$ cat config.mk
export PLATFORM = sky130hd
export DESIGN_NAME = adler32_stream
export DESIGN_NICKNAME = d
export VERILOG_FILES = /design/src/rtl/adler_pkg.sv /design/src/rtl/adler_mod_reduce.sv /design/src/rtl/adler32_stream.sv
export SDC_FILE = /design/constraint.sdc
export NUM_CORES = 1
export LEC_CHECK = 0
export BUFFER_PORTS_ARGS = -buffer_cell sky130_fd_sc_hd__buf_2
export CAP_MARGIN = 20
export CORE_MARGIN = 10
export CORE_UTILIZATION = 35
export CTS_BUF_LIST = sky130_fd_sc_hd__clkbuf_8
export DETAILED_ROUTE_END_ITERATION = 10
export MAX_ROUTING_LAYER = met4
export PLACE_DENSITY_LB_ADDON = 0.3
export SLEW_MARGIN = 20
export SYNTH_ARGS = -nofsm -noshare
export SYNTH_HDL_FRONTEND = slang
export SYNTH_SLANG_ARGS = --single-unit
export TNS_END_PERCENT = 5
$ cat constraint.sdc
create_clock -name clock -period 13.4 [get_ports clock]
set_clock_uncertainty 0.2 [all_clocks]
set_input_delay 1.34 -clock clock [delete_from_list [all_inputs] [get_ports clock]]
set_output_delay 1.34 -clock clock [all_outputs]
set_load 0.01 [all_outputs]
$ cat src/rtl/adler_pkg.sv
// Shared constants and FSM encoding for the Adler-32 stream engine.
// The optional seeding feature is enabled with the ADLER_SEED_EN macro.
package adler_pkg;
    localparam logic [15:0] ADLER_MOD   = 16'd65521;
    localparam logic [15:0] A_INIT      = 16'd1;
    localparam logic [15:0] B_INIT      = 16'd0;
    // 2^16 mod 65521, used to fold the bits above bit 15 back in
    localparam logic [7:0]  FOLD_FACTOR = 8'd15;

    typedef enum logic [1:0] {
        IDLE = 2'd0,
        RUN  = 2'd1,
        DONE = 2'd2
    } state_t;
endpackage

$ cat src/rtl/adler_mod_reduce.sv
// Combinational modulo-65521 reduction for sums below 2^20 whose folded value
// stays under twice the modulus (true for both the A and B beat sums).
module adler_mod_reduce
    import adler_pkg::*;
(
    input  logic [19:0] value,
    output logic [15:0] result
);
    logic [7:0]  fold_hi;
    logic [16:0] folded;
    logic [16:0] diff;

    always_comb begin
        fold_hi = {4'd0, value[19:16]} * FOLD_FACTOR;
        folded  = {1'b0, value[15:0]} + {9'd0, fold_hi};
        diff    = folded - {1'b0, ADLER_MOD};
        result  = (folded >= {1'b0, ADLER_MOD}) ? diff[15:0] : folded[15:0];
    end
endmodule

$ cat src/rtl/adler32_stream.sv
// Adler-32 engine taking 1, 2 or 4 bytes per clock; checksum one cycle after the last beat.
// Define ADLER_SEED_EN to add seed/seed_load for continuing a previous checksum.
module adler32_stream
    import adler_pkg::*;
#(
    parameter int BYTES_PER_CYCLE = 1,
    localparam int CNT_W = $clog2(BYTES_PER_CYCLE + 1)
) (
    input  logic                         clock,
    input  logic                         rst,
    input  logic                         data_valid,
    input  logic [8*BYTES_PER_CYCLE-1:0] data,
    input  logic                         last_data,
    input  logic [CNT_W-1:0]             last_bytes,
`ifdef ADLER_SEED_EN
    input  logic                         seed_load,
    input  logic [31:0]                  seed,
`endif
    output logic                         busy,
    output logic                         checksum_valid,
    output logic [31:0]                  checksum
);
    localparam int         N     = BYTES_PER_CYCLE;
    localparam logic [2:0] N_CNT = 3'(N);

    if (N != 1 && N != 2 && N != 4) begin : g_bad_width
        $error("adler32_stream: BYTES_PER_CYCLE must be 1, 2 or 4");
    end

    state_t      state;
    logic [15:0] sum_a;
    logic [15:0] sum_b;
    logic [15:0] a_next;
    logic [15:0] b_next;
    logic [2:0]  lb_ext;
    logic [2:0]  beat_cnt;
    logic [10:0] byte_sum;
    logic [11:0] weight_sum;
    logic [16:0] a_raw;
    logic [19:0] b_raw;

    // Over-long last_bytes is clamped rather than trusted.
    always_comb begin
        lb_ext   = 3'(last_bytes);
        beat_cnt = N_CNT;
        if (last_data)
            beat_cnt = (lb_ext > N_CNT) ? N_CNT : lb_ext;
    end

    // Byte i is seen by B (k - i) times within a k-byte beat.
    always_comb begin
        byte_sum   = '0;
        weight_sum = '0;
        for (int i = 0; i < N; i++) begin
            if (3'(i) < beat_cnt) begin
                byte_sum   = byte_sum + 11'(data[8*i +: 8]);
                weight_sum = weight_sum
                           + 12'(data[8*i +: 8]) * 12'(beat_cnt - 3'(i));
            end
        end
        a_raw = 17'(sum_a) + 17'(byte_sum);
        b_raw = 20'(sum_b) + 20'(sum_a) * 20'(beat_cnt) + 20'(weight_sum);
    end

    adler_mod_reduce u_reduce_a (
        .value  ({3'd0, a_raw}),
        .result (a_next)
    );

    adler_mod_reduce u_reduce_b (
        .value  (b_raw),
        .result (b_next)
    );

    // The running sums are re-initialised on the last beat itself, so a beat
    // arriving in DONE already starts from 1/0 without any extra muxing.
    always_ff @(posedge clock) begin
        if (rst) begin
            state    <= IDLE;
            sum_a    <= A_INIT;
            sum_b    <= B_INIT;
            checksum <= '0;
        end
`ifdef ADLER_SEED_EN
        else if (seed_load && state != RUN) begin
            state <= IDLE;
            sum_a <= seed[15:0];
            sum_b <= seed[31:16];
        end
`endif
        else if (data_valid) begin
            if (last_data) begin
                state    <= DONE;
                sum_a    <= A_INIT;
                sum_b    <= B_INIT;
                checksum <= {b_next, a_next};
            end else begin
                state <= RUN;
                sum_a <= a_next;
                sum_b <= b_next;
            end
        end else if (state == DONE) begin
            state <= IDLE;
        end
    end

    always_comb begin
        busy           = (state == RUN);
        checksum_valid = (state == DONE);
    end
endmodule

## After elaboration in Yosys (flattened, before gate mapping)

Cells that the tools add are included.

- Bits in registers: 66
- Bits of input ports: 13
- Output and inout bits: 34
- Logic and storage cells: 32

- Add/sub/neg operators: 7
- Multipliers: 4
- Magnitude comparators: 3
- Equal/unequal tests: 2
- Multiplexer cells: 10
- Reduce and logical (&&, ||, !) cells: 2

Operators by type and width:

| kind | count |
|---|---|
| 2-to-1 mux 16 bit | 4 |
| greater-or-equal comparator 17 x 16 -> 1 bit, second input constant | 2 |
| subtractor 16 bit, second input constant | 2 |
| adder 16 x 19 -> 20 bit | 1 |
| adder 20 x 12 -> 20 bit | 1 |
| multiplier 16 x 3 -> 19 bit | 1 |
| adder 16 x 11 -> 17 bit | 1 |
| adder 16 x 5 -> 17 bit | 1 |
| adder 16 x 8 -> 17 bit | 1 |
| multiplier 8 x 3 -> 11 bit | 1 |
| 2-to-1 mux 11 bit | 1 |
| multiplier 4 x 4 -> 8 bit, second input constant | 1 |
| 2-to-1 mux 8 bit | 1 |
| 2-to-1 mux 2 bit | 3 |
| multiplier 1 x 4 -> 5 bit, second input constant | 1 |
| less-than comparator 1 x 3 -> 1 bit, first input constant | 1 |
| equality test 2 x 1 -> 1 bit, second input constant | 1 |
| equality test 2 bit, second input constant | 1 |
| AND reduction 2 bit | 1 |
| nonzero test 2 bit | 1 |
| 2-to-1 mux 1 bit | 1 |

## Depth between registers and ports, before layout

- Depth in word-level cells: 9
- Depth in mapped cells: 31
- Mapped depth without buffers: 29

## By module

A second synthesis with hierarchy kept.

- Cells, all modules: 914
- Area, all modules: 7098.1 um^2

By module, submodules not included:

| module | instances | cells an instance | area an instance (um^2) | sequential area each (um^2) |
|---|---|---|---|---|
| adler32_stream | 1 | 527 | 4225.3 | 1321.3 |
| adler_mod_reduce (u_reduce_b) | 1 | 194 | 1468.9 | 0.0 |
| adler_mod_reduce (u_reduce_a) | 1 | 193 | 1403.8 | 0.0 |

## Least setup slack after synthesis

Ideal clock, no wire load.

- Path type: input -> register
- Start: input last_bytes
- End: register sum_b[14]
- Data arrival time: 7.355 ns
- Required time: 13.083 ns
- Setup slack: 5.728 ns
- Stages on the path: 27
- Cells stage by stage: nand2b_1 -> clkbuf_1 -> and2_1 -> fa_1 -> ha_1 -> inv_1 -> fa_1 -> nand2b_1 -> a21oi_2 -> o21ai_1 -> o21ai_0 -> and3_1 -> o21a_1 -> ha_1 -> ha_1 -> ha_1 -> fa_1 -> a211oi_1 -> o21bai_1 -> a21oi_1 -> a211oi_1 -> a211o_1 -> a31oi_1 -> o211ai_1 -> o21ai_1 -> a31oi_1 -> a22o_1

- Longest elaborated chain between the ends: 9
- Elaborated cells between the ends (all ways): 13

RTL lines:

| what | line | text |
|---|---|---|
| start: declaration | adler32_stream.sv:14 | `input logic [CNT_W-1:0] last_bytes,` |
| 2-to-1 mux 1 bit (*) | adler32_stream.sv:46 | `if (last_data)` |
| multiplier 16 x 3 -> 19 bit, or another cell as far along | adler32_stream.sv:62 | `b_raw = 20'(sum_b) + 20'(sum_a) * 20'(beat_cnt) + 20'(weight_sum);` |
| adder 16 x 19 -> 20 bit or 2-to-1 mux 11 bit (tied branches) | adler32_stream.sv:62, adler32_stream.sv:55 |  |
| adder 20 x 12 -> 20 bit (*) | adler32_stream.sv:62 |  |
| multiplier 4 x 4 -> 8 bit | adler_mod_reduce.sv:14 | `fold_hi = {4'd0, value[19:16]} * FOLD_FACTOR;` |
| adder 16 x 8 -> 17 bit (*) | adler_mod_reduce.sv:15 | `folded = {1'b0, value[15:0]} + {9'd0, fold_hi};` |
| subtractor 16 bit or greater-or-equal comparator 17 x 16 -> 1 bit (tied branches) | adler_mod_reduce.sv:16, adler_mod_reduce.sv:17 |  |
| 2-to-1 mux 16 bit (*) | adler_mod_reduce.sv:17 | `result = (folded >= {1'b0, ADLER_MOD}) ? diff[15:0] : folded[15:0];` |
| 2-to-1 mux 16 bit (*) | adler32_stream.sv:92 | `if (last_data) begin` |
| end signal: assignment | adler32_stream.sv:100 | `sum_b <= b_next;` |
| end: declaration | adler32_stream.sv:32 | `logic [15:0] sum_b;` |

Every way passes the cells marked *; elsewhere a longest branch is shown, timed or not.
A chain may end at the register's enable or synchronous reset.

## Worst setup path after layout

- Start: input last_bytes
- End: register checksum[17]

- Longest elaborated chain between the ends: 8
- Elaborated cells between the ends (all ways): 12

RTL lines:

| what | line | text |
|---|---|---|
| 2-to-1 mux 1 bit (*) | adler32_stream.sv:46 |  |
| multiplier 16 x 3 -> 19 bit, or another cell as far along | adler32_stream.sv:62 |  |
| adder 16 x 19 -> 20 bit or 2-to-1 mux 11 bit (tied branches) | adler32_stream.sv:62, adler32_stream.sv:55 |  |
| adder 20 x 12 -> 20 bit (*) | adler32_stream.sv:62 |  |
| multiplier 4 x 4 -> 8 bit | adler_mod_reduce.sv:14 |  |
| adder 16 x 8 -> 17 bit (*) | adler_mod_reduce.sv:15 |  |
| subtractor 16 bit or greater-or-equal comparator 17 x 16 -> 1 bit (tied branches) | adler_mod_reduce.sv:16, adler_mod_reduce.sv:17 |  |
| 2-to-1 mux 16 bit (*) | adler_mod_reduce.sv:17 |  |
| end signal: assignment | adler32_stream.sv:96 | `checksum <= {b_next, a_next};` |
| end: declaration | adler32_stream.sv:21 | `output logic [31:0] checksum` |

Marks and branches as above.

==> run_results.csv <==
group,metric,value,unit
layout,multi_input_area,0.00420,mm²
yosys,synth_top_flop_cell,"dfxtp_1",
worst_setup_path,startpoint_type,"input port",
routing,first_pass_iters,5,
floorplanning,dieArea,0.0220,mm²
layout,ff_latch_area,0.00132,mm²
worst_setup_path,rr_worst_depth,26,
worst_setup_path,required,13.45,ns
sta,hold_violations,0,
yosys,synth-edff-count,0,
sta,finalCriticalPeriod,8.69,ns
layout,final_common_cell,"dfxtp_1",
routing,vias,5213,
clock_network,postCtsSetupBuffers,0,
hold_path,min_path_type,"register to register",
yosys,syn_area,0.00575,mm²
yosys,synth_cells,675,
global_route,antenna_found_initial,0,
hold_path,hold_path_startpoint,"checksum[9]",
sta,setup_tns,0,ns
clock_network,clock_path_buffers,2,
floorplanning,fp.coreArea,0.0160,mm²
routing,initialDrtViolationCount,377,
yosys,syn_area_per_cell,8.52,µm²
global_route,grt_pass1_wl,26800,µm
yosys,synth-async-reset-ratio,0,
clock_network,cts_buffers,9,
floorplanning,die_height,148,µm
clock_network,cts_resized,0,
global_route,globalRouteMet1Util,0.205,
place,portBuffers,46,
sta,slew_viol_final,0,
yosys,ys_seq_area_frac,0.230,
hold_path,holdPathStages,2,
sta,period_share,0.648,
clock_network,hold_buffers,0,
worst_setup_path,crit_cells,28,
yosys,synth_fp_nets,754,
pwr,vdd.ir_drop.worst,57.6,µV
sta,setup_violations,0,
layout,final_nets,790,
yosys,ys_warn_count,0,
sta,holdWs,0.247,ns
clock_network,clock_latency,0.37,ns
worst_setup_path,crit_top_cell,"ha_1",
pwr,fin_total_pwr,0.574,mW
layout,area_delta_synth_final,10.7,%
layout,fillCellCount,1696,
global_route,grt_max_degree,34,
global_route,grt_pass1_vias,4849,
floorplanning,start_util,0.359,
sta,tightest_slew,0.737,ns
global_route,grt-ovfl-total,0,
outcome,run_status,"finished clean",
global_route,gr-max-usage-layer,"met2",
global_route,met3_usage,0.0300,
worst_setup_path,timing_worst_setup_path_type,"input port to register",
floorplanning,rows,46,
worst_setup_path,worstSetupEndpointType,"register",
routing,routedWlPerCell,17.8,µm
layout,layout_common_cells,"dfxtp_1, nand2_1, ha_1, buf_2, nor2_1",
pwr,power_density,90.2,mW/mm²
worst_setup_path,crit_arrival,8.74,ns
routing,route.detailed.drc,0,
worst_setup_path,crit_slowest_cell,"fa_1",
yosys,ys_types,79,
layout,antenna_cells,0,
yosys,ys_ff_latch,66,
global_route,grt_usage,0.155,
yosys,synth_top_area_share,0.230,
pwr,p_leak,2.83,nW
place,gp_congestion,0.993,
floorplanning,num_io_pins,47,
clock_network,clkSinkCount,66,
clock_network,path_clk_slew,0.08,ns
layout,drive_gt1_frac,0.131,
job,max-cap-violations,0,
worst_setup_path,critPathTopFamily,"compound AO/OA/AOI/OAI gates",
yosys,synth.largest_area_cell,"dfxtp_1",
clock_network,h-tree-depth,3,
worst_setup_path,cp_num_buf_inv,2,
worst_setup_path,cp_max_fo,24,
place,dpl.hpwl,13200,µm
sta,rsz0062_at_grt,"false",
global_route,use_met2,0.235,
yosys,synthTopCellsByArea,"dfxtp_1, ha_1, xnor2_1, nand2_1, fa_1",
routing,via_per_inst,5.59,
clock_network,cts_tree,"yes",
clock_network,cts_root_buf,"clkbuf_8",
worst_setup_path,max_stage_delay,0.51,ns
floorplanning,die_x,148,µm
sta,fmax,115,MHz
sta,slew_headroom,0.496,
routing,postRouteAntennaNets,0,
worst_setup_path,critPathLaunch,"last_bytes",
routing,drt-total-wl,16600,µm
worst_setup_path,r2r-start,"sum_a[1]",
## sequential cells by signal, indices dropped and copies added, names as in the netlist
| signal | cells |
|---|---|
| checksum | 32 |
| sum_a | 16 |
| state | 2 |
| sum_b | 16 |
## layout make-up
cell class | count | area share
multi-input cells | 557 | 0.660
flip-flops and latches | 66 | 0.208
well taps | 216 | 0.0425
repair buffers | 50 | 0.0409
clock buffers | 9 | 0.0195
inverters | 27 | 0.0159
clock inverters | 7 | 0.0136
## logic make-up (layout without fill, tap and decap cells)
kind of cell | count (synthesis) | after routing | share of synthesized area
buffers and inverters | 52 | 93 | 0.0407
adders and majority gates | 66 | 66 | 0.159
muxes | 6 | 6 | 0.0111
AOI/OAI and AO/OA | 209 | 209 | 0.278
and+or+nand+nor | 228 | 228 | 0.205
DFF | 66 | 66 | 0.230
xor gates and xnor gates | 48 | 48 | 0.0755
## worst reg2reg max path: cells and delay by family, from the launching register on
family | cells | cell delay, ns
xor gates and xnor gates | 1 | 0.31
adders and majority gates | 7 | 2.34
muxes | 1 | 0.39
and+or+nand+nor | 5 | 0.90
buffers and inverters | 1 | 0.06
AOI/OAI and AO/OA | 11 | 2.67
DFF | 1 | 0.36
## synth_stat cells (6+ instances only)
cell / instances
a22o_1: 10
inv_1: 27
nor2_1: 38
xnor2_1: 32
nor2b_1: 6
xor2_1: 15
and3_1: 12
nand3_1: 20
and2_1: 30
a211oi_1: 10
nor3_1: 9
a32oi_1: 6
a21o_1: 17
o31ai_1: 7
o211ai_1: 8
o21a_1: 12
ha_1: 54
o21ai_0: 17
dfxtp_1: 66
o21ai_1: 21
nand2_1: 65
a32o_1: 20
nand4_1: 14
nand2b_1: 9
a21oi_1: 27
clkbuf_1: 17
fa_1: 12
## stage by stage
stage,util,worst slack (ns),instances,area [µm²]
after floorplan,-,5.73,675,5750
after global placement,0.385,4.62,916,6160
after detailed placement,0.385,4.45,916,6160
after CTS,0.398,4.80,932,6370
after global routing,0.398,4.19,932,6370
final,0.398,4.71,932,6370
## layer usage
layer | wire [µm] | share of wire
met3 | 805 | 0.049
met2 | 7400 | 0.45
met4 | 351 | 0.021
met5 | 0 | 0
met1 | 8010 | 0.48
## power by group
part	leakage (nW)	internal (mW)	switching, mW
sequential	0.536	0.206	0.00694
clock	0.116	0.103	0.0847
combinational	2.18	0.0665	0.107
total	2.83	0.375	0.199
## worst paths after layout
| check | slack [ns] | end |
|---|---|---|
| worst min-delay path | 0.25 | checksum[9] |
| worst min register to register | 0.25 | checksum[9] |
| worst max-delay path | 4.71 | checksum[17] |
| worst max register to register | 6.05 | checksum[17] |
(Power assumes the default switching activity.)
